[config.mk]
export PLATFORM = sky130hd
export DESIGN_NAME = vesa_timing_gen_prog
export DESIGN_NICKNAME = d
export VERILOG_FILES = /design/src/rtl/vesa_timing_pkg.sv /design/src/rtl/vesa_cfg_shadow.sv /design/src/rtl/vesa_timing_gen_prog.sv
export SDC_FILE = /design/constraint.sdc
export NUM_CORES = 1
export LEC_CHECK = 0
export CAP_MARGIN = 25
export CORE_ASPECT_RATIO = 0.6
export CORE_UTILIZATION = 30
export DETAILED_ROUTE_END_ITERATION = 10
export GPL_ROUTABILITY_DRIVEN = 0
export GPL_TIMING_DRIVEN = 0
export MAX_ROUTING_LAYER = met4
export PLACE_DENSITY = 0.52
export SYNTH_ARGS = -nofsm -noshare
export SYNTH_HDL_FRONTEND = slang
export SYNTH_HIERARCHICAL = 1
export SYNTH_SLANG_ARGS = --single-unit
[constraint.sdc]
create_clock -name clk -period 5.45 [get_ports clk]
set_input_delay 0.8175 -clock clk [delete_from_list [all_inputs] [get_ports clk]]
set_output_delay 0.8175 -clock clk [all_outputs]
set_load 0.005 [all_outputs]
[src/rtl/vesa_timing_pkg.sv]
// rtl/vesa_timing_pkg.sv - shared types, 1280x720@60 defaults and total helper for the VESA timing generator
package vesa_timing_pkg;

  localparam int DEF_CNT_W = 12;
  // Storage width of config fields; the generator's CNT_W must not exceed it.
  localparam int CFG_W = 16;

  typedef enum logic {
    ST_IDLE = 1'b0,
    ST_RUN  = 1'b1
  } gen_state_e;

  typedef struct packed {
    logic [CFG_W-1:0] h_active;
    logic [CFG_W-1:0] h_fp;
    logic [CFG_W-1:0] h_sync;
    logic [CFG_W-1:0] h_bp;
    logic [CFG_W-1:0] v_active;
    logic [CFG_W-1:0] v_fp;
    logic [CFG_W-1:0] v_sync;
    logic [CFG_W-1:0] v_bp;
    logic             hs_pol;
    logic             vs_pol;
  } timing_cfg_t;

  localparam int VESA720_H_ACTIVE = 1280;
  localparam int VESA720_H_FP     = 144;
  localparam int VESA720_H_SYNC   = 32;
  localparam int VESA720_H_BP     = 144;
  localparam int VESA720_V_ACTIVE = 720;
  localparam int VESA720_V_FP     = 3;
  localparam int VESA720_V_SYNC   = 4;
  localparam int VESA720_V_BP     = 21;

  function automatic logic [CFG_W+1:0] calc_total(input logic [CFG_W-1:0] active,
                                                  input logic [CFG_W-1:0] fp,
                                                  input logic [CFG_W-1:0] sync,
                                                  input logic [CFG_W-1:0] bp);
    return {2'b00, active} + {2'b00, fp} + {2'b00, sync} + {2'b00, bp};
  endfunction

endpackage

[src/rtl/vesa_cfg_shadow.sv]
// rtl/vesa_cfg_shadow.sv - validates offered timing, holds one pending config, applies it at a boundary
module vesa_cfg_shadow
  import vesa_timing_pkg::*;
#(
  parameter int          CNT_W   = DEF_CNT_W,
  parameter timing_cfg_t DEF_CFG = '0
) (
  input  logic        clk,
  input  logic        rst_n,
  input  logic        cfg_valid_i,
  input  timing_cfg_t cfg_i,
  input  logic        boundary_i,
  output logic        cfg_ready_o,
  output logic        cfg_err_o,
  output timing_cfg_t active_o
);

  localparam logic [CNT_W+1:0] MAX_TOTAL = {2'b01, {CNT_W{1'b0}}};

  timing_cfg_t      active_q, active_d, pend_q, pend_d;
  logic             pend_vld_q, pend_vld_d, err_q, err_d;
  logic [CNT_W+1:0] h_tot, v_tot;
  logic             cfg_ok;

  assign h_tot = (CNT_W+2)'(calc_total(cfg_i.h_active, cfg_i.h_fp, cfg_i.h_sync, cfg_i.h_bp));
  assign v_tot = (CNT_W+2)'(calc_total(cfg_i.v_active, cfg_i.v_fp, cfg_i.v_sync, cfg_i.v_bp));

  assign cfg_ok = (cfg_i.h_active != '0) && (cfg_i.h_fp != '0) && (cfg_i.h_sync != '0) &&
                  (cfg_i.h_bp != '0) && (cfg_i.v_active != '0) && (cfg_i.v_fp != '0) &&
                  (cfg_i.v_sync != '0) && (cfg_i.v_bp != '0) &&
                  (h_tot <= MAX_TOTAL) && (v_tot <= MAX_TOTAL);

  // Apply and accept are exclusive: accept needs an empty slot, apply a full one,
  // so a config accepted on a frame-end edge naturally waits for the next boundary.
  always_comb begin
    active_d   = active_q;
    pend_d     = pend_q;
    pend_vld_d = pend_vld_q;
    err_d      = 1'b0;
    if (pend_vld_q && boundary_i) begin
      active_d   = pend_q;
      pend_vld_d = 1'b0;
    end else if (cfg_valid_i && !pend_vld_q) begin
      if (cfg_ok) begin
        pend_d     = cfg_i;
        pend_vld_d = 1'b1;
      end else begin
        err_d = 1'b1;
      end
    end
  end

  always_ff @(posedge clk) begin
    if (!rst_n) begin
      active_q   <= DEF_CFG;
      pend_q     <= '0;
      pend_vld_q <= 1'b0;
      err_q      <= 1'b0;
    end else begin
      active_q   <= active_d;
      pend_q     <= pend_d;
      pend_vld_q <= pend_vld_d;
      err_q      <= err_d;
    end
  end

  assign cfg_ready_o = !pend_vld_q;
  assign cfg_err_o   = err_q;
  assign active_o    = active_q;

endmodule

[src/rtl/vesa_timing_gen_prog.sv]
// rtl/vesa_timing_gen_prog.sv - runtime-programmable VESA timing generator: counters, run FSM, output decode
module vesa_timing_gen_prog
  import vesa_timing_pkg::*;
#(
  parameter int CNT_W        = DEF_CNT_W,
  parameter int DEF_H_ACTIVE = VESA720_H_ACTIVE,
  parameter int DEF_H_FP     = VESA720_H_FP,
  parameter int DEF_H_SYNC   = VESA720_H_SYNC,
  parameter int DEF_H_BP     = VESA720_H_BP,
  parameter int DEF_V_ACTIVE = VESA720_V_ACTIVE,
  parameter int DEF_V_FP     = VESA720_V_FP,
  parameter int DEF_V_SYNC   = VESA720_V_SYNC,
  parameter int DEF_V_BP     = VESA720_V_BP,
  parameter bit DEF_HS_POL   = 1'b0,
  parameter bit DEF_VS_POL   = 1'b0
) (
  input  logic             clk,
  input  logic             rst_n,
  input  logic             en,
  input  logic             cfg_valid,
  output logic             cfg_ready,
  input  logic [CNT_W-1:0] cfg_h_active,
  input  logic [CNT_W-1:0] cfg_h_fp,
  input  logic [CNT_W-1:0] cfg_h_sync,
  input  logic [CNT_W-1:0] cfg_h_bp,
  input  logic [CNT_W-1:0] cfg_v_active,
  input  logic [CNT_W-1:0] cfg_v_fp,
  input  logic [CNT_W-1:0] cfg_v_sync,
  input  logic [CNT_W-1:0] cfg_v_bp,
  input  logic             cfg_hs_pol,
  input  logic             cfg_vs_pol,
  output logic             cfg_err,
  output logic             hsync,
  output logic             vsync,
  output logic             de,
  output logic             frame_valid,
  output logic             frame_start,
  output logic             line_start,
  output logic [CNT_W-1:0] h_count,
  output logic [CNT_W-1:0] v_count,
  output logic [CNT_W-1:0] x_pos,
  output logic [CNT_W-1:0] y_pos
);

  localparam timing_cfg_t DEF_CFG = '{
    h_active: CFG_W'(DEF_H_ACTIVE), h_fp: CFG_W'(DEF_H_FP),
    h_sync:   CFG_W'(DEF_H_SYNC),   h_bp: CFG_W'(DEF_H_BP),
    v_active: CFG_W'(DEF_V_ACTIVE), v_fp: CFG_W'(DEF_V_FP),
    v_sync:   CFG_W'(DEF_V_SYNC),   v_bp: CFG_W'(DEF_V_BP),
    hs_pol:   DEF_HS_POL,           vs_pol: DEF_VS_POL
  };
  localparam logic [CNT_W+1:0] ONE = 1;

  timing_cfg_t      cfg_offer, act;
  gen_state_e       state_q, state_d;
  logic [CNT_W-1:0] h_q, h_d, v_q, v_d, x_q, x_d, y_q, y_d;
  logic             hs_q, hs_d, vs_q, vs_d, de_q, de_d, fv_q, fv_d, fs_q, fs_d, ls_q, ls_d;
  logic [CNT_W+1:0] hc, vc, h_act, v_act, h_tot, v_tot, hs_beg, hs_end, vs_beg, vs_end;
  logic             h_last, v_last, frame_end, run, in_h, in_v;

  assign cfg_offer = '{
    h_active: CFG_W'(cfg_h_active), h_fp: CFG_W'(cfg_h_fp),
    h_sync:   CFG_W'(cfg_h_sync),   h_bp: CFG_W'(cfg_h_bp),
    v_active: CFG_W'(cfg_v_active), v_fp: CFG_W'(cfg_v_fp),
    v_sync:   CFG_W'(cfg_v_sync),   v_bp: CFG_W'(cfg_v_bp),
    hs_pol:   cfg_hs_pol,           vs_pol: cfg_vs_pol
  };

  vesa_cfg_shadow #(
    .CNT_W  (CNT_W),
    .DEF_CFG(DEF_CFG)
  ) u_shadow (
    .clk        (clk),
    .rst_n      (rst_n),
    .cfg_valid_i(cfg_valid),
    .cfg_i      (cfg_offer),
    .boundary_i ((state_q == ST_IDLE) || frame_end),
    .cfg_ready_o(cfg_ready),
    .cfg_err_o  (cfg_err),
    .active_o   (act)
  );

  always_comb begin
    hc     = (CNT_W+2)'(h_q);
    vc     = (CNT_W+2)'(v_q);
    h_act  = (CNT_W+2)'(act.h_active);
    v_act  = (CNT_W+2)'(act.v_active);
    h_tot  = (CNT_W+2)'(calc_total(act.h_active, act.h_fp, act.h_sync, act.h_bp));
    v_tot  = (CNT_W+2)'(calc_total(act.v_active, act.v_fp, act.v_sync, act.v_bp));
    hs_beg = h_act + (CNT_W+2)'(act.h_fp);
    hs_end = hs_beg + (CNT_W+2)'(act.h_sync);
    vs_beg = v_act + (CNT_W+2)'(act.v_fp);
    vs_end = vs_beg + (CNT_W+2)'(act.v_sync);
    h_last = (hc == h_tot - ONE);
    v_last = (vc == v_tot - ONE);
    frame_end = (state_q == ST_RUN) && h_last && v_last;

    state_d = state_q;
    h_d     = h_q;
    v_d     = v_q;
    case (state_q)
      ST_IDLE: begin
        h_d = '0;
        v_d = '0;
        if (en) state_d = ST_RUN;
      end
      default: begin
        if (!en) begin
          state_d = ST_IDLE;
          h_d     = '0;
          v_d     = '0;
        end else if (h_last) begin
          h_d = '0;
          v_d = v_last ? '0 : v_q + CNT_W'(1);
        end else begin
          h_d = h_q + CNT_W'(1);
        end
      end
    endcase

    // Gating with en blanks the outputs on the same edge that drops to IDLE.
    run  = (state_q == ST_RUN) && en;
    in_h = hc < h_act;
    in_v = vc < v_act;
    de_d = run && in_h && in_v;
    fv_d = run && in_v;
    fs_d = run && (hc == '0) && (vc == '0);
    ls_d = run && (hc == '0) && in_v;
    hs_d = (run && (hc >= hs_beg) && (hc < hs_end)) ? act.hs_pol : ~act.hs_pol;
    vs_d = (run && (vc >= vs_beg) && (vc < vs_end)) ? act.vs_pol : ~act.vs_pol;
    x_d  = de_d ? h_q : x_q;
    y_d  = de_d ? v_q : y_q;
  end

  always_ff @(posedge clk) begin
    if (!rst_n) begin
      state_q <= ST_IDLE;
      h_q     <= '0;
      v_q     <= '0;
      x_q     <= '0;
      y_q     <= '0;
      hs_q    <= ~DEF_HS_POL;
      vs_q    <= ~DEF_VS_POL;
      de_q    <= 1'b0;
      fv_q    <= 1'b0;
      fs_q    <= 1'b0;
      ls_q    <= 1'b0;
    end else begin
      state_q <= state_d;
      h_q     <= h_d;
      v_q     <= v_d;
      x_q     <= x_d;
      y_q     <= y_d;
      hs_q    <= hs_d;
      vs_q    <= vs_d;
      de_q    <= de_d;
      fv_q    <= fv_d;
      fs_q    <= fs_d;
      ls_q    <= ls_d;
    end
  end

  assign h_count     = h_q;
  assign v_count     = v_q;
  assign x_pos       = x_q;
  assign y_pos       = y_q;
  assign hsync       = hs_q;
  assign vsync       = vs_q;
  assign de          = de_q;
  assign frame_valid = fv_q;
  assign frame_start = fs_q;
  assign line_start  = ls_q;

endmodule

* Word-level counts from Yosys, hierarchy flattened
Cells that the tools add are included.
** Operators by class
- $add $sub $neg :: 20
- Multipliers :: 0
- Divide/modulo/power cells :: 0
- $lt $le $gt $ge :: 8
- Equality and inequality tests :: 2
- Shift operators :: 0
- Muxes and demuxes :: 5
- Bitwise gates (word level) :: 7
- Reduce and logical (&&, ||, !) cells :: 42
** Operators by type and width (count)
- $reduce_bool A16 Y1 :: 8
- $add A14 B12 Y14 :: 6
- $add A12 B12 Y13 :: 6
- $add A13 B12 Y14 :: 4
- $eq A12 B14 Y1 :: 2
- $le A14 B13 Y1 const B :: 2
- $lt A12 B14 Y1 :: 2
- $sub A14 B1 Y14 const B :: 2
- $ge A12 B13 Y1 :: 2
- $add A12 B1 Y12 const B :: 2
- $logic_and A1 B1 Y1 :: 24
- $logic_not A12 Y1 :: 2
- $lt A12 B12 Y1 :: 2
- $mux W12 :: 1
- $not A1 Y1 :: 7
- $reduce_and A3 Y1 :: 2
- $mux W1 :: 4
- $reduce_or A4 Y1 :: 1
- $reduce_or A3 Y1 :: 1
- $reduce_and A2 Y1 :: 1
- $reduce_or A2 Y1 :: 1
- $logic_not A1 Y1 :: 1
- $logic_or A1 B1 Y1 :: 1
** Storage, ports and cells
- Register bits :: 253
- Bits in latches :: 0
- Bits in writable memories :: 0
- Bits in read-only memories :: 0
- Bits of input ports :: 102
- Output and inout port bits :: 56
- Logic and storage cells :: 117
- Memories :: 0

* Depth between registers and ports, before layout
- Depth after elaboration :: 11
- Gate-level depth with buffers :: 24
- Depth with buffers taken out :: 23

* Cells and area by module
The synthesis kept the hierarchy.
** Modules (own cells, without submodules)
- vesa_cfg_shadow :: instances 1, cells an instance 1442, area each 12598.3 um^2
- vesa_timing_gen_prog :: instances 1, cells an instance 1127, area each 9519.1 um^2

* Worst setup path after synthesis
OpenSTA, ideal clock, no wires.
- Path type :: register -> register
- From :: reg u_shadow.active_q, in the netlist u_shadow/active_o[19]
- To :: reg u_shadow.active_q, in the netlist u_shadow/active_o[100]
- Library setup time :: 76 ps
- Data arrival time :: 5317 ps
- Data required time :: 5374 ps
- Setup slack :: 57 ps
- Stages on the path, launching flop included :: 24
- Buffers on the path :: 3
- Cells stage by stage :: dfxtp_1 > inv_1 > ha_1 > inv_1 > fa_1 > fa_1 > ha_1 > inv_1 > fa_1 > xor2_1 > nand4_1 > or4_4 > a2111oi_4 > nand4b_1 > or4_4 > nor4_4 > nand2_1 > nand2_1 > and2_1 > clkbuf_1 > clkbuf_1 > clkbuf_1 > nand2_1 > a21boi_0
** On the way
- Longest elaborated chain between the ends :: 7
** Ends and longest elaborated chain
- start: declaration :: line vesa_cfg_shadow.sv:20 : timing_cfg_t active_q, active_d, pend_q, pend_d;
- start signal: assignment :: line vesa_cfg_shadow.sv:60 : active_q <= active_d;
- $add A13 B12 Y14 :: line vesa_timing_pkg.sv:39 : return {2'b00, active} + {2'b00, fp} + {2'b00, sync} + {2'b00, bp};
- $add A14 B12 Y14 :: line vesa_timing_pkg.sv:39
- $sub A14 B1 Y14 :: line vesa_timing_gen_prog.sv:95 : v_last = (vc == v_tot - ONE);
- $eq A12 B14 Y1 :: line vesa_timing_gen_prog.sv:95
- $logic_and A1 B1 Y1 :: line vesa_timing_gen_prog.sv:96 : frame_end = (state_q == ST_RUN) && h_last && v_last;
- $logic_or A1 B1 Y1 :: line vesa_timing_gen_prog.sv:77 : .boundary_i ((state_q == ST_IDLE) || frame_end),
- $logic_and A1 B1 Y1 :: line vesa_cfg_shadow.sv:40 : if (pend_vld_q && boundary_i) begin
Every way passes these cells.
A chain may end at the register's enable or synchronous reset.

* Worst setup path after layout
- From :: reg u_shadow.active_q, in the netlist u_shadow/active_o[19]
- To :: reg u_shadow.active_q, in the netlist u_shadow/active_o[116]
Same word-level chain as after synthesis.

==> impl_metrics.ini <==
[status]
outcome = finished clean

[yosys]
yosys_warnings = 6
avgSynthCellArea_um2 = 8.59
syn_inst = 2441
syn_area_um2 = 21000

[drt]
vias = 17988
drt_iter0_markers = 1174
drc_errors = 0
firstDrtPassIters = 5
wirelength_um = 70400
via_per_inst = 4.92
wire_per_inst_um = 19.2
drtAntennaViolNets = 0

[min_path]
min_from = u_shadow/active_o[8]
min_to = u_shadow/active_o[8]
hold_depth = 2
worstHoldPathType = reg -> reg

[layout]
multiInputGateArea_um2 = 14800
syn_to_final_growth_pct = 26.6
diodes = 0
register_area_um2 = 5720
nets = 3141
drive_above_1_share = 0.112
fillers = 6847
final_util = 0.387
layout_common_cells = nand2_1 (427), dfxtp_1 (279), inv_1 (228)
mostFrequentLayoutCell = nand2_1

[global_route]
grt_antenna_before_repair = 0
globalRoute.totalOverflow = 0
grt_pass1_vias = 17823
grtUsageTotal = 0.202
grt_max_degree = 15
grt_pass1_wl_um = 106000

[clock_network]
clockBufferDepth = 3
clkLatencyLatePin_ps = 600
h-tree-depth = 1
cts-root-buf = clkbuf_16
cts_tree = built
clkTransAtPathRegs_ps = 70
cts.sinks = 285
cts_hold_buf = 0
numCtsBuffers = 31

[timing]
hold_violations = 0
clock_skew_ps = 33.2
setup_viol = 0
slew_viol_final = 0
tightest_slew_ps = 985
setup_tns_ps = 0
fmax_mhz = 185
min_period_ps = 5420
rsz0062_at_grt = yes
slew_headroom = 0.344
post-route-period-util = 0.994

[setup_path]
endpoint_kind = flop
critPathRequiredTime_ps = 5960
worst_r2r_path_depth = 22
r2r-end = u_shadow/active_o[116]
cp-start-kind = flop
rr_startpoint = u_shadow/active_o[19]
critPathKind = reg -> reg
crit_arrival_ps = 5930
r2r_slack_ps = 30
crit_fanout = 6

[die]
start_util = 0.306
die-area_um2 = 71000
die_h_um = 207
core_area_um2 = 68500
io-pin-count = 158
die_w_um = 343
num_rows = 74

[placement]
port_buffers = 157
hpwl_um = 56900

[pwr]
p_leak_nw = 11.3
power_density_nw_per_um2 = 283
vdd_drop_max_v = 0.000219
finalPower_mw = 7.52

[flow_run]
max_cap_violations = 0
report_power, final:
part	internal, mW	switching [mW]	leakage, nW	total (mW)
combinational	1.21	1.50	8.39	2.71
sequential	2.23	0.158	2.30	2.39
clock	1.48	0.939	0.563	2.42
worst max-delay path, stage by stage (launching register included):
cell	delay, ps
dfxtp_4	360
inv_6	30
ha_4	250
inv_2	30
fa_1	460
fa_1	500
ha_2	180
inv_2	40
fa_1	540
xor2_1	150
nand4_1	120
or4_4	540
a2111oi_4	230
nand4b_1	140
or4_4	450
nor4_4	220
nand2_2	120
nand2_4	100
and2_4	260
clkbuf_16	230
clkbuf_16	180
nand2_4	60
a21boi_2	120
layout make-up:
class                           instances  share of cell area
Tap cell                              912              0.0430
Sequential cell                       285               0.216
Inverter                              233              0.0332
Buffer                                101              0.0319
Multi-Input combinational cell       1882               0.559
Clock inverter                         17              0.0116
Clock buffer                           38              0.0317
Timing Repair Buffer                  191              0.0745
worst max path at each step:
stage / from / to / slack, ps / cells past startpoint
after floorplan: u_shadow/active_o[19] / u_shadow/active_o[10] / 60 / 23
after global placement: u_shadow/active_o[19] / u_shadow/active_o[3] / -1490 / 23
after detailed placement: u_shadow/active_o[19] / u_shadow/active_o[3] / -1530 / 23
after CTS: u_shadow/active_o[19] / u_shadow/active_o[107] / -130 / 22
after global routing: u_shadow/active_o[19] / u_shadow/active_o[115] / -160 / 22
final: u_shadow/active_o[19] / u_shadow/active_o[116] / 30 / 22
what timing repair did:
action	4_1_cts	5_1_grt
setup endpoints to repair	116	196
setup buffers	10	7
gates resized for setup	274	130
pin swaps	42	46
gates cloned	15	2
flip-flops by register name, summed over array words and instances, names as in the netlist, 12 cells and up:
name and cells:
u_shadow/active_o 114, u_shadow/pend_q 114, h_count 12, v_count 12, x_pos 12, y_pos 12
layer usage:
layer / vias to the layer above / global-route usage / wire length (µm) / share of wire
met5: - / - / 0 / 0
met2: 485 / 0.283 / 27800 / 0.40
met3: 54 / 0.0291 / 4620 / 0.066
li1: 8752 / - / - / -
met4: 0 / 0.0208 / 660 / 0.0094
met1: 8697 / 0.311 / 37300 / 0.53
through the flow:
| step | area [µm²] | cells | hold slack (ps) | setup slack [ps] |
|---|---|---|---|---|
| detailed placement | 23900 | 3574 | 451 | -1530 |
| finish | 26500 | 3659 | 455 | 32.1 |
| global route | 26500 | 3659 | 457 | -161 |
| global placement | 23900 | 3573 | 447 | -1490 |
| floorplan | 21200 | 2504 | 435 | 57.0 |
| CTS | 26000 | 3653 | 451 | -128 |
(Power assumes the default switching activity.)
